### src/rtl/mem_access_ctrl_if.sv
// Single-port data-memory bus between the MEM-stage access controller and the memory slave.
// The controller drives the transaction fields; the slave answers with ack and read data.
interface mem_access_ctrl_if;
    logic        req;
    logic        we;
    logic [31:0] addr;
    logic [31:0] wdata;
    logic [3:0]  be;
    logic        ack;
    logic [31:0] rdata;

    modport master (
        output req, we, addr, wdata, be,
        input  ack, rdata
    );

    modport slave (
        input  req, we, addr, wdata, be,
        output ack, rdata
    );
endinterface

### src/rtl/mem_access_ctrl.sv
// MEM-stage data-memory access controller: serializes the pipe a / pipe b requests onto one
// req/ack bus, captures load data per pipe and stalls the pipeline while accesses are in flight.
module mem_access_ctrl #(
    parameter int TIMEOUT = 255
) (
    input  logic                     clk,
    input  logic                     rst,
    input  logic                     flush,
    input  logic                     ce_a,
    input  logic                     ce_b,
    input  logic                     we_a,
    input  logic                     we_b,
    input  logic [31:0]              addr_a,
    input  logic [31:0]              addr_b,
    input  logic [31:0]              wdata_a,
    input  logic [31:0]              wdata_b,
    input  logic [3:0]               be_a,
    input  logic [3:0]               be_b,
    mem_access_ctrl_if.master        bus,
    output logic [31:0]              rdata_a,
    output logic [31:0]              rdata_b,
    output logic                     err_a,
    output logic                     err_b,
    output logic                     stall_req
);

    typedef enum logic [1:0] {IDLE, ACC_A, ACC_B, DONE} state_t;

    localparam logic [7:0] WAIT_LIMIT = 8'(TIMEOUT - 1);

    state_t      state;
    logic        kill;
    logic [7:0]  wait_cnt;

    logic        lat_we_a;
    logic        lat_we_b;
    logic        lat_ce_b;
    logic [31:0] lat_addr_a;
    logic [31:0] lat_addr_b;
    logic [31:0] lat_wdata_a;
    logic [31:0] lat_wdata_b;
    logic [3:0]  lat_be_a;
    logic [3:0]  lat_be_b;

    logic acc_active;
    logic timed_out;
    logic finish;
    logic killed;

    assign acc_active = (state == ACC_A) || (state == ACC_B);
    assign timed_out  = acc_active && !bus.ack && (wait_cnt == WAIT_LIMIT);
    assign finish     = acc_active && (bus.ack || (wait_cnt == WAIT_LIMIT));
    assign killed     = kill || flush;

    // Bus fields come only from the latched request copies, so there is no input-to-bus path.
    always_comb begin
        bus.req   = 1'b0;
        bus.we    = 1'b0;
        bus.addr  = '0;
        bus.wdata = '0;
        bus.be    = '0;
        stall_req = 1'b0;
        case (state)
            IDLE: stall_req = ce_a || ce_b;
            ACC_A: begin
                bus.req   = 1'b1;
                bus.we    = lat_we_a;
                bus.addr  = lat_addr_a;
                bus.wdata = lat_wdata_a;
                bus.be    = lat_be_a;
                stall_req = 1'b1;
            end
            ACC_B: begin
                bus.req   = 1'b1;
                bus.we    = lat_we_b;
                bus.addr  = lat_addr_b;
                bus.wdata = lat_wdata_b;
                bus.be    = lat_be_b;
                stall_req = 1'b1;
            end
            default: ;
        endcase
    end

    // A flushed access still runs to ack or timeout, but its result is discarded and the
    // controller returns straight to IDLE without issuing pipe b.
    always_ff @(posedge clk) begin
        if (rst) begin
            state       <= IDLE;
            kill        <= 1'b0;
            wait_cnt    <= '0;
            lat_we_a    <= 1'b0;
            lat_we_b    <= 1'b0;
            lat_ce_b    <= 1'b0;
            lat_addr_a  <= '0;
            lat_addr_b  <= '0;
            lat_wdata_a <= '0;
            lat_wdata_b <= '0;
            lat_be_a    <= '0;
            lat_be_b    <= '0;
            rdata_a     <= '0;
            rdata_b     <= '0;
            err_a       <= 1'b0;
            err_b       <= 1'b0;
        end else begin
            case (state)
                IDLE: begin
                    if (!flush && (ce_a || ce_b)) begin
                        lat_we_a    <= we_a;
                        lat_we_b    <= we_b;
                        lat_ce_b    <= ce_b;
                        lat_addr_a  <= addr_a;
                        lat_addr_b  <= addr_b;
                        lat_wdata_a <= wdata_a;
                        lat_wdata_b <= wdata_b;
                        lat_be_a    <= be_a;
                        lat_be_b    <= be_b;
                        rdata_a     <= '0;
                        rdata_b     <= '0;
                        err_a       <= 1'b0;
                        err_b       <= 1'b0;
                        kill        <= 1'b0;
                        wait_cnt    <= '0;
                        state       <= ce_a ? ACC_A : ACC_B;
                    end
                end
                ACC_A, ACC_B: begin
                    if (finish) begin
                        wait_cnt <= '0;
                        kill     <= 1'b0;
                        if (killed) begin
                            state <= IDLE;
                        end else if (state == ACC_A) begin
                            if (timed_out)
                                err_a <= 1'b1;
                            else if (!lat_we_a)
                                rdata_a <= bus.rdata;
                            state <= lat_ce_b ? ACC_B : DONE;
                        end else begin
                            if (timed_out)
                                err_b <= 1'b1;
                            else if (!lat_we_b)
                                rdata_b <= bus.rdata;
                            state <= DONE;
                        end
                    end else begin
                        wait_cnt <= wait_cnt + 8'd1;
                        if (flush)
                            kill <= 1'b1;
                    end
                end
                DONE: state <= IDLE;
                default: state <= IDLE;
            endcase
        end
    end

endmodule

### src/flat_wrapper.sv
// flat-port wrapper written by rule: the top's interface ports become plain ports
module mem_access_ctrl_flat 
#(
    parameter int TIMEOUT = 255
)
  (clk, rst, flush, ce_a, ce_b, we_a, we_b, addr_a, addr_b, wdata_a, wdata_b, be_a, be_b, rdata_a, rdata_b, err_a, err_b, stall_req, bus_req, bus_we, bus_addr, bus_wdata, bus_be, bus_ack, bus_rdata);
  mem_access_ctrl_if bus_i ();
  input  logic clk;
  input  logic rst;
  input  logic flush;
  input  logic ce_a;
  input  logic ce_b;
  input  logic we_a;
  input  logic we_b;
  input  logic [31:0] addr_a;
  input  logic [31:0] addr_b;
  input  logic [31:0] wdata_a;
  input  logic [31:0] wdata_b;
  input  logic [3:0] be_a;
  input  logic [3:0] be_b;
  output logic [31:0] rdata_a;
  output logic [31:0] rdata_b;
  output logic err_a;
  output logic err_b;
  output logic stall_req;
  output wire logic [$bits(bus_i.req)-1:0] bus_req;
  output wire logic [$bits(bus_i.we)-1:0] bus_we;
  output wire logic [$bits(bus_i.addr)-1:0] bus_addr;
  output wire logic [$bits(bus_i.wdata)-1:0] bus_wdata;
  output wire logic [$bits(bus_i.be)-1:0] bus_be;
  input wire logic [$bits(bus_i.ack)-1:0] bus_ack;
  input wire logic [$bits(bus_i.rdata)-1:0] bus_rdata;
  assign bus_req = bus_i.req;
  assign bus_we = bus_i.we;
  assign bus_addr = bus_i.addr;
  assign bus_wdata = bus_i.wdata;
  assign bus_be = bus_i.be;
  assign bus_i.ack = bus_ack;
  assign bus_i.rdata = bus_rdata;
  mem_access_ctrl #(.TIMEOUT(TIMEOUT)) u_core (.clk(clk), .rst(rst), .flush(flush), .ce_a(ce_a), .ce_b(ce_b), .we_a(we_a), .we_b(we_b), .addr_a(addr_a), .addr_b(addr_b), .wdata_a(wdata_a), .wdata_b(wdata_b), .be_a(be_a), .be_b(be_b), .bus(bus_i), .rdata_a(rdata_a), .rdata_b(rdata_b), .err_a(err_a), .err_b(err_b), .stall_req(stall_req));
endmodule
### config.mk
export PLATFORM = sky130hd
export DESIGN_NAME = mem_access_ctrl_flat
export DESIGN_NICKNAME = d
export VERILOG_FILES = /design/src/rtl/mem_access_ctrl_if.sv /design/src/rtl/mem_access_ctrl.sv /design/src/flat_wrapper.sv
export SDC_FILE = /design/constraint.sdc
export NUM_CORES = 1
export LEC_CHECK = 0
export ABC_CLOCK_PERIOD_IN_PS = 2200
export BUFFER_PORTS_ARGS = -buffer_cell sky130_fd_sc_hd__buf_2
export CORE_MARGIN = 10
export CORE_UTILIZATION = 45
export DETAILED_ROUTE_END_ITERATION = 10
export PLACE_DENSITY = 0.76
export REMOVE_ABC_BUFFERS = 1
export SLEW_MARGIN = 20
export SYNTH_ARGS = -nofsm -noshare
export SYNTH_HDL_FRONTEND = slang
export SYNTH_SLANG_ARGS = --single-unit
### constraint.sdc
create_clock -name clk -period 2.2 [get_ports clk]
set_clock_uncertainty 0.05 [all_clocks]
set_input_delay 0.44 -clock clk [delete_from_list [all_inputs] [get_ports clk]]
set_output_delay 0.44 -clock clk [all_outputs]
set_load 0.01 [all_outputs]
# Word level (Yosys, flattened, before mapping)

Index checks and enable logic that the tools add are counted.

Register bits: 216
Input bits: 176
Output and inout port bits: 137
Logic and storage cells: 94

Add/sub/neg operators: 1
Eq/ne operators: 14
Muxes and demuxes: 42
Reduce and logical (&&, ||, !) cells: 21

Operator list:

| operator                                             | count |
|---|---|
| two-way mux 32 bit                                   | 11 |
| case mux 32 bit (2 select lines)                     | 4 |
| two-way mux 8 bit                                    | 2 |
| case mux 8 bit (2 select lines)                      | 1 |
| AND reduction 7 bit                                  | 2 |
| two-way mux 1 bit                                    | 12 |
| AND reduction 6 bit                                  | 2 |
| two-way mux 2 bit                                    | 5 |
| != test 2 bit (second input constant)                | 5 |
| case mux 1 bit (2 select lines)                      | 5 |
| adder 8 x 1 -> 8 bit (second input constant)         | 1 |
| equality test 8 bit (second input constant)          | 1 |
| != test 2 x 1 -> 1 bit (second input constant)       | 4 |
| case mux 4 bit (2 select lines)                      | 1 |
| case mux 2 bit (3 select lines)                      | 1 |
| AND reduction 2 bit                                  | 3 |
| equality test 2 bit (second input constant)          | 2 |
| logical AND 1 bit                                    | 4 |
| logical OR 1 bit                                     | 4 |
| != test 3 x 1 -> 1 bit (second input constant)       | 1 |
| AND reduction 3 bit                                  | 1 |
| equality test 2 x 1 -> 1 bit (second input constant) | 1 |
| logical NOT 1 bit                                    | 2 |
| logical NOT 2 bit                                    | 1 |
| 2 further kinds                                      | 2 |

# Logic depth before layout (Yosys ltp)

Gate-level depths: netlist of the first run.

Word-level depth: 9
Mapped depth: 9
Mapped depth without buffers: 6

# Worst setup path after synthesis of the first run

Ideal clock, no wire load.

Path type: register -> output
From: register u_core.state[0]
To: output port stall_req
Arrival: 1.819 ns
Data required time: 1.710 ns
Slack: -0.109 ns
Cell stages (with the launch flop): 8
Path buffers: 3
Cells stage by stage: dfxtp_1 > inv_1 > ha_1 > buf_2 > inv_1 > clkbuf_1 > clkbuf_1 > a21oi_1

Cells in the longest elaborated chain, start to end: 3
Elaborated cells between the ends (all ways): 5
Those cells by class: 2 x eq/ne; 1 x mux; 2 x reduce/logical

Ends and longest elaborated chain:

| item                                                                | RTL line               | source |
|---|---|---|
| from (decl)                                                         | mem_access_ctrl.sv:31  | `state_t state;` |
| from (signal assigned)                                              | mem_access_ctrl.sv:124 | `state <= ce_a ? ACC_A : ACC_B;` |
| from (signal assigned)                                              | mem_access_ctrl.sv:138 | `state <= lat_ce_b ? ACC_B : DONE;` |
| equality test 2 bit or equality test 2 x 1 -> 1 bit (tied branches) | mem_access_ctrl.sv:63  | `case (state)` |
| OR reduction 2 bit (no line)                                        | --                     |  |
| case mux 1 bit (2 select lines) *                                   | mem_access_ctrl.sv:63  |  |
| to (decl)                                                           | flat_wrapper.sv:25     | `output logic stall_req;` |

Every way passes the cells marked *; elsewhere a longest branch is shown, timed or not.

# Final worst setup path of the first run

From: register u_core.state[1]
To: output port bus_wdata[15]

Cells in the longest elaborated chain, start to end: 2
Elaborated cells between the ends (all ways): 3
Those cells by class: 2 x eq/ne; 1 x mux

Ends and longest elaborated chain:

| item                                                                | RTL line              | source |
|---|---|---|
| equality test 2 bit or equality test 2 x 1 -> 1 bit (tied branches) | mem_access_ctrl.sv:63 |  |
| case mux 32 bit (2 select lines) *                                  | mem_access_ctrl.sv:63 |  |
| to (decl)                                                           | flat_wrapper.sv:29    | `output wire logic [$bits(bus_i.wdata)-1:0] bus_wdata;` |

Marks and branches as above.

==> impl_metrics.json, run 1 <==
{
  "status": "finished, violations left",
  "violations": "negative setup slack",
  "seq_power_share_pct": 28.8,
  "ys_seq_area_share_pct": 47.5,
  "register_area_um2": 4330,
  "io_buffers": 312,
  "cts.sink_count": 216,
  "fill_cells": 1624,
  "rows": 51,
  "clk_latency_ns": 0.50,
  "die_h_um": 162,
  "netlist.area_leader.share_pct": 47.5,
  "finalHoldViolCount": 0,
  "drv_cap": 0,
  "drt_iter0_markers": 666,
  "async_flop_share_pct": 0,
  "min_path_type": "in2reg",
  "crit-reg2reg-launch": "u_core.state[0]",
  "synthesis.area_um2": 9100,
  "min_period_ns": 2.34,
  "drive_gt1_share_pct": 35.5,
  "pin_count": 313,
  "multiInputGateArea_um2": 4790,
  "ys_types": 38,
  "crit_type": "reg2out",
  "power_switching_mw": 6.96,
  "worstSetupEndpointType": "output pin",
  "setup_slack_ns": -0.141,
  "grt_pass1_wl_mm": 48.0,
  "rsz0062_at_grt": "yes",
  "max_freq_mhz": 427,
  "yosysTopAreaCell": "dfxtp_1",
  "relSlewSlack_pct": 71.2,
  "tightest_slew_ns": 0.432,
  "worstPathCellList": "inv_4, ha_4, buf_6, buf_16, a22oi_2, nor2_1, buf_2",
  "drc": 0,
  "arrival_ns": 1.85,
  "dp_hpwl_mm": 20.5,
  "cts_root_buf": "clkbuf_16",
  "power_frac_clock_pct": 20.8,
  "finalHoldWorstSlack_ns": 0.126,
  "die_w_um": 162,
  "max_stage_delay_ns": 0.36,
  "synth_edf_count": 0,
  "min_delay_path_depth": 3,
  "ys_seq_elements": 216,
  "place.gp.congestion": 0.822,
  "netlist_top_cells_area": "dfxtp_1, nand2_1, a21oi_1, mux2i_1, a22oi_1",
  "slew_violations": 0,
  "worstReg2RegEnd": "u_core.rdata_b[13]",
  "initial_utilization_pct": 46.3,
  "reg2reg_setup_slack_ns": 0.09,
  "avgSynthCellArea_um2": 8.22,
  "ir_drop_mv": 0.919,
  "cts_buffers": 23,
  "synth-simple-area-share_pct": 23.0,
  "min-delay-start": "addr_b[5]",
  "cp_top_family": "buffers and inverters",
  "cts_buffer_depth": 3,
  "synth_top_family_by_area": "simple AND/OR/NAND/NOR gates",
  "grt_overflow_total": 0,
  "power.density_nw_per_um2": 1380,
  "clk_pin_slew_ns": 0.06,
  "grtUsageTotal_pct": 22.1,
  "dieArea_um2": 26300,
  "viasPerCell": 5.35,
  "vias": 9097,
  "path_buf_inv": 4,
  "ant_nets": 0,
  "start_kind": "flop",
  "grt_max_degree": 92,
  "antenna_found_initial": 2,
  "synth_adder_area_share_pct": 1.24,
  "placed_cells": 1624,
  "setup_violations": 70,
  "dp_slack_ns": 0.0428,
  "syn2layout_area_growth_pct": 41.9,
  "p_leak_nw": 5.50,
  "reg2regPathDepth": 8,
  "finalNonFillerCells": 1699,
  "first_pass_iters": 5,
  "postSynthCellCount": 1107,
  "core_um2": 19700,
  "ys.warnings.count": 0,
  "synth-xor-area-share_pct": 0.0962,
  "post-route-period-util_pct": 106,
  "critPathRequiredTime_ns": 1.71,
  "combinationalPowerShare_pct": 50.4,
  "slowest_stage": "dfxtp_2",
  "synth_compound_area_share_pct": 16.3,
  "synth_mux_area_share_pct": 7.15,
  "switching_share_pct": 39.0,
  "h-tree-depth": 1,
  "routedWlPerCell_um": 19.1,
  "layout.nets": 1603,
  "hold_end": "u_core.lat_addr_b[5]",
  "routed_wl_mm": 32.4,
  "grt_pass1_vias": 8923,
  "crit_fanout": 6,
  "cts_tree": "done",
  "synth_ff_type": "dfxtp_1",
  "p_int_mw": 10.9
}
## what timing repair did
action | in CTS | in global routing
hold buffers | 0 | 0
setup buffers | 11 | 5
endpoints found under the setup margin | 71 | 71
gates cloned | 11 | 7
resized for setup | 103 | 22
pin swaps | 33 | 17
## cell usage in the layout, fill, tap and decap left out, types with 2 or more instances in the layout
master     synthesis  routed
mux2i_1           65      65
nor2_1            76      58
nand3b_1          32      32
clkinv_2           0       5
buf_4              0      25
nand2b_1          65      65
or3_1              4       4
o31ai_1            3       3
dfxtp_1          216     214
o21ai_0            4       4
ha_1               9       6
a22oi_1           69       4
clkbuf_16          0      29
clkbuf_1          67       7
a22oi_2            0      65
buf_6              3       7
inv_1              8       5
nor2_2             0      15
a311oi_1           3       3
a31oi_1            2       2
buf_16             0      12
or4_1              2       2
a211oi_1           2       2
buf_12             0      20
clkbuf_8           0       4
nand2_1          282     282
a21oi_1          151     150
ha_4               0       3
nand3_1            5       5
buf_2             19     308
nor2_4             0       3
## state kept, by name (all words and copies together), names as in the netlist, 2 cells and up
register	flops
u_core.lat_addr_a	32
u_core.lat_addr_b	32
u_core.lat_wdata_a	32
u_core.lat_wdata_b	32
u_core.rdata_a	32
u_core.rdata_b	32
u_core.wait_cnt	8
u_core.lat_be_a	4
u_core.lat_be_b	4
u_core.state	2
## final cells by class
type | instances | share of cell area [%]
flip-flops and latches | 216 | 33.5
well taps | 265 | 2.57
clock inverters | 6 | 0.426
inverters | 8 | 0.349
multi-input cells | 790 | 37.1
diodes | 1 | 0.0194
repair buffers | 379 | 20.9
clock buffers | 34 | 5.09
## how the worst max path moves through the flow
stage                         start                   end  slack [ns]  cells past startpoint
floorplan           u_core.state[0]  u_core.lat_addr_a[0]       -3.29                      6
global placement    u_core.state[0]     u_core.rdata_b[0]        0.12                      7
detailed placement  u_core.state[0]    u_core.rdata_b[15]        0.04                      7
CTS                 u_core.state[1]          bus_addr[31]       -0.12                      7
global route        u_core.state[1]         bus_wdata[15]       -0.20                      7
finish              u_core.state[1]         bus_wdata[15]       -0.14                      7
## cells by family (layout without fill, tap and decap cells)
group	after synthesis	after routing
other cells	0	1
simple gates	471	471
fa+ha+maj	9	9
xor+xnor	1	1
compound gates	244	244
flops	216	216
mux	65	65
buf+inv	101	427
## metal layers
| metal | global-route usage [%] | wire, um | vias up |
|---|---|---|---|
| met2 | 36.5 | 15200 | 443 |
| met3 | 8.22 | 3810 | 54 |
| met1 | 26.6 | 12800 | 4248 |
| met4 | 5.17 | 600 | 0 |
| met5 | 0 | 0 | - |
| li1 | - | - | 4352 |
## tightest hold or removal path, cell delays in order
cell     delay (ns)
buf_2          0.09
nand2_1        0.05
a21oi_1        0.05
## per-stage QoR
| step | setup TNS [ns] | utilization, % | instance area (um^2) | power (mW) |
|---|---|---|---|---|
| 6_report | -5.97 | 65.7 | 12900 | 17.8 |
| 2_1_floorplan | -661.43 | - | 8700 | 8.68 |
| 4_1_cts | -5.96 | 64.2 | 12600 | 17.0 |
| 3_3_place_gp | 0 | 56.3 | 11100 | 11.3 |
| 5_1_grt | -10.63 | 65.7 | 12900 | 18.7 |
| 3_5_place_dp | 0 | 56.3 | 11100 | 11.4 |
## power by group through the flow
stage / Combinational (mW) / Clock, mW / Sequential, mW
4_1_cts: 8.15 / 3.77 / 5.12
6_report: 9.00 / 3.71 / 5.14
5_1_grt: 9.52 / 3.94 / 5.22
3_3_place_gp: 6.25 / 0 / 5.08
3_5_place_dp: 6.34 / 0 / 5.10
2_1_floorplan: 3.53 / 0 / 5.16
## synthesized netlist by cell type (all sizes together), types with 2 or more instances
| library cell | number |
|---|---|
| clkbuf | 67 |
| mux2i | 65 |
| a211oi | 2 |
| nor2 | 76 |
| nand2b | 65 |
| a31oi | 2 |
| inv | 8 |
| nand3b | 32 |
| dfxtp | 216 |
| or4 | 2 |
| a22oi | 69 |
| nand3 | 5 |
| a311oi | 3 |
| o21ai | 6 |
| a21oi | 151 |
| or3 | 4 |
| nand2 | 282 |
| ha | 9 |
| buf | 26 |
| o31ai | 3 |
(Power assumes the default switching activity.)
==> run 2: changes to the inputs <==
Settings changed: CORE_ASPECT_RATIO set to 1.2.
==> run 2 against run 1 <==
Net effect: setup slack got worse by 0.012 ns; the flow still finishes with violations (negative setup slack); combinational power shrank 13%; critical path type unchanged; global-route usage fell by 1.3 points; wire length shrank 4.5%; final cell count is 1.0% lower; maximum frequency shrank 0.50%; register-to-register slack better by 0.04 ns; critical path depth is the same; first-iteration DRC count fell by 28%.
==> impl_metrics.json, run 2 (same netlist as run 1, synthesis figures left out) <==
{
  "status": "finished, violations left",
  "violations": "negative setup slack",
  "start_kind": "flop",
  "min_period_ns": 2.35,
  "arrival_ns": 1.86,
  "dp_slack_ns": 0.167,
  "antenna_found_initial": 5,
  "cts_root_buf": "clkbuf_16",
  "setup_violations": 69,
  "slew_violations": 0,
  "setup_slack_ns": -0.153,
  "final_common_cell": "buf_2",
  "post-route-period-util_pct": 107,
  "cts_tree": "done",
  "grt_overflow_total": 0,
  "pin_count": 313,
  "clk_latency_ns": 0.49,
  "dieArea_um2": 26300,
  "die_h_um": 176,
  "core_um2": 19700,
  "ant_nets": 0,
  "grt_pass1_wl_mm": 45.5,
  "register_area_um2": 4330,
  "place.gp.congestion": 0.851,
  "max_freq_mhz": 425,
  "relSlewSlack_pct": 58.8,
  "crit_type": "reg2out",
  "syn2layout_area_growth_pct": 38.5,
  "io_buffers": 312,
  "vias": 8982,
  "drv_cap": 0,
  "finalHoldViolCount": 0,
  "grt_max_degree": 75,
  "drive_gt1_share_pct": 34.3,
  "crit_fanout": 7,
  "drc": 0,
  "drt_iter0_markers": 478,
  "cts.sink_count": 216,
  "p_leak_nw": 5.38,
  "h-tree-depth": 1,
  "min_path_type": "in2reg",
  "multiInputGateArea_um2": 4750,
  "rows": 56,
  "grtUsageTotal_pct": 20.7,
  "final_cell_mix": "buf_2, nand2_1, dfxtp_1, a21oi_1, nor2_1",
  "finalNonFillerCells": 1682,
  "layout.nets": 1587,
  "placed_cells": 1617,
  "die_w_um": 150,
  "ir_drop_mv": 0.892,
  "finalHoldWorstSlack_ns": 0.130,
  "routedWlPerCell_um": 18.4,
  "power.density_nw_per_um2": 1340,
  "cts_buffer_depth": 3,
  "tightest_slew_ns": 0.616,
  "rsz0062_at_grt": "yes",
  "grt_pass1_vias": 8714,
  "critPathRequiredTime_ns": 1.71,
  "worstSetupEndpointType": "output pin",
  "initial_utilization_pct": 46.2,
  "cts_buffers": 22,
  "first_pass_iters": 5,
  "clk_pin_slew_ns": 0.06,
  "fill_cells": 1582,
  "routed_wl_mm": 30.9,
  "viasPerCell": 5.34,
  "dp_hpwl_mm": 20.2
}
[run 2: cell count changes in the layout (fill, tap and decap cells not counted), sizes merged]
cell	previous run	this run
buf	373	358
clkbuf	40	34
bufinv	1	3
clkinvlp	0	2
diode	1	3
clkinv	5	6
inv	8	9
[run 2: per-stage QoR]
stage | util, % | total power [mW] | instance area (um^2) | TNS, ns
3_5_place_dp | 56.0 | 11.4 | 11000 | 0
6_report | 64.0 | 16.9 | 12600 | -5.91
4_1_cts | 60.9 | 15.9 | 12000 | -3.04
3_3_place_gp | 56.0 | 11.3 | 11000 | 0
5_1_grt | 64.0 | 17.8 | 12600 | -10.56
2_1_floorplan | - | 8.68 | 8700 | -661.43
[run 2: what timing repair did]
action                     CTS  global route
hold buffers                 0             0
resized for setup           25            71
pin swaps                    0            38
setup endpoints to repair   70            70
gates cloned                 2            10
setup buffers                1            10
[run 2: path summary, 6_finish.rpt]
| kind | start | slack (ns) | depth (start not counted) | end |
|---|---|---|---|---|
| max | u_core.state[0] | -0.15 | 7 | bus_wdata[27] |
| min | addr_b[18] | 0.13 | 3 | u_core.lat_addr_b[18] |
| max reg2reg | u_core.state[0] | 0.13 | 8 | u_core.rdata_b[11] |
| min reg2reg | u_core.lat_addr_b[10] | 0.41 | 2 | u_core.lat_addr_b[10] |
[run 2: cell type report]
cell class,instances,area share [%]
sequential,216,34.3
inverter,8,0.278
clock inverter,12,1.16
antenna,3,0.0595
clock buffer,28,5.03
timing repair buffer,364,18.9
tap,261,2.59
multi-input combinational,790,37.7
[run 2: critical path, stage by stage (launching register included)]
cell and delay [ns]:
dfxtp_2 0.33, buf_6 0.12, ha_4 0.16, buf_4 0.17
clkbuf_16 0.18, a22oi_2 0.19, nor2_1 0.07, buf_2 0.14
[run 2: report_power, final]
part / switching, mW / internal, mW / total (mW)
logic: 4.53 / 3.28 / 7.81
clock network: 1.56 / 2.40 / 3.97
registers: 0.467 / 4.65 / 5.12
total: 6.56 / 10.3 / 16.9
[run 2: per-layer routing]
layer | track usage [%] | wire, um | vias to the layer above
li1 | - | - | 4319
met1 | 23.5 | 11900 | 4207
met2 | 35.2 | 15100 | 383
met3 | 7.07 | 2980 | 69
met4 | 7.38 | 926 | 4
met5 | 0 | 21 | -
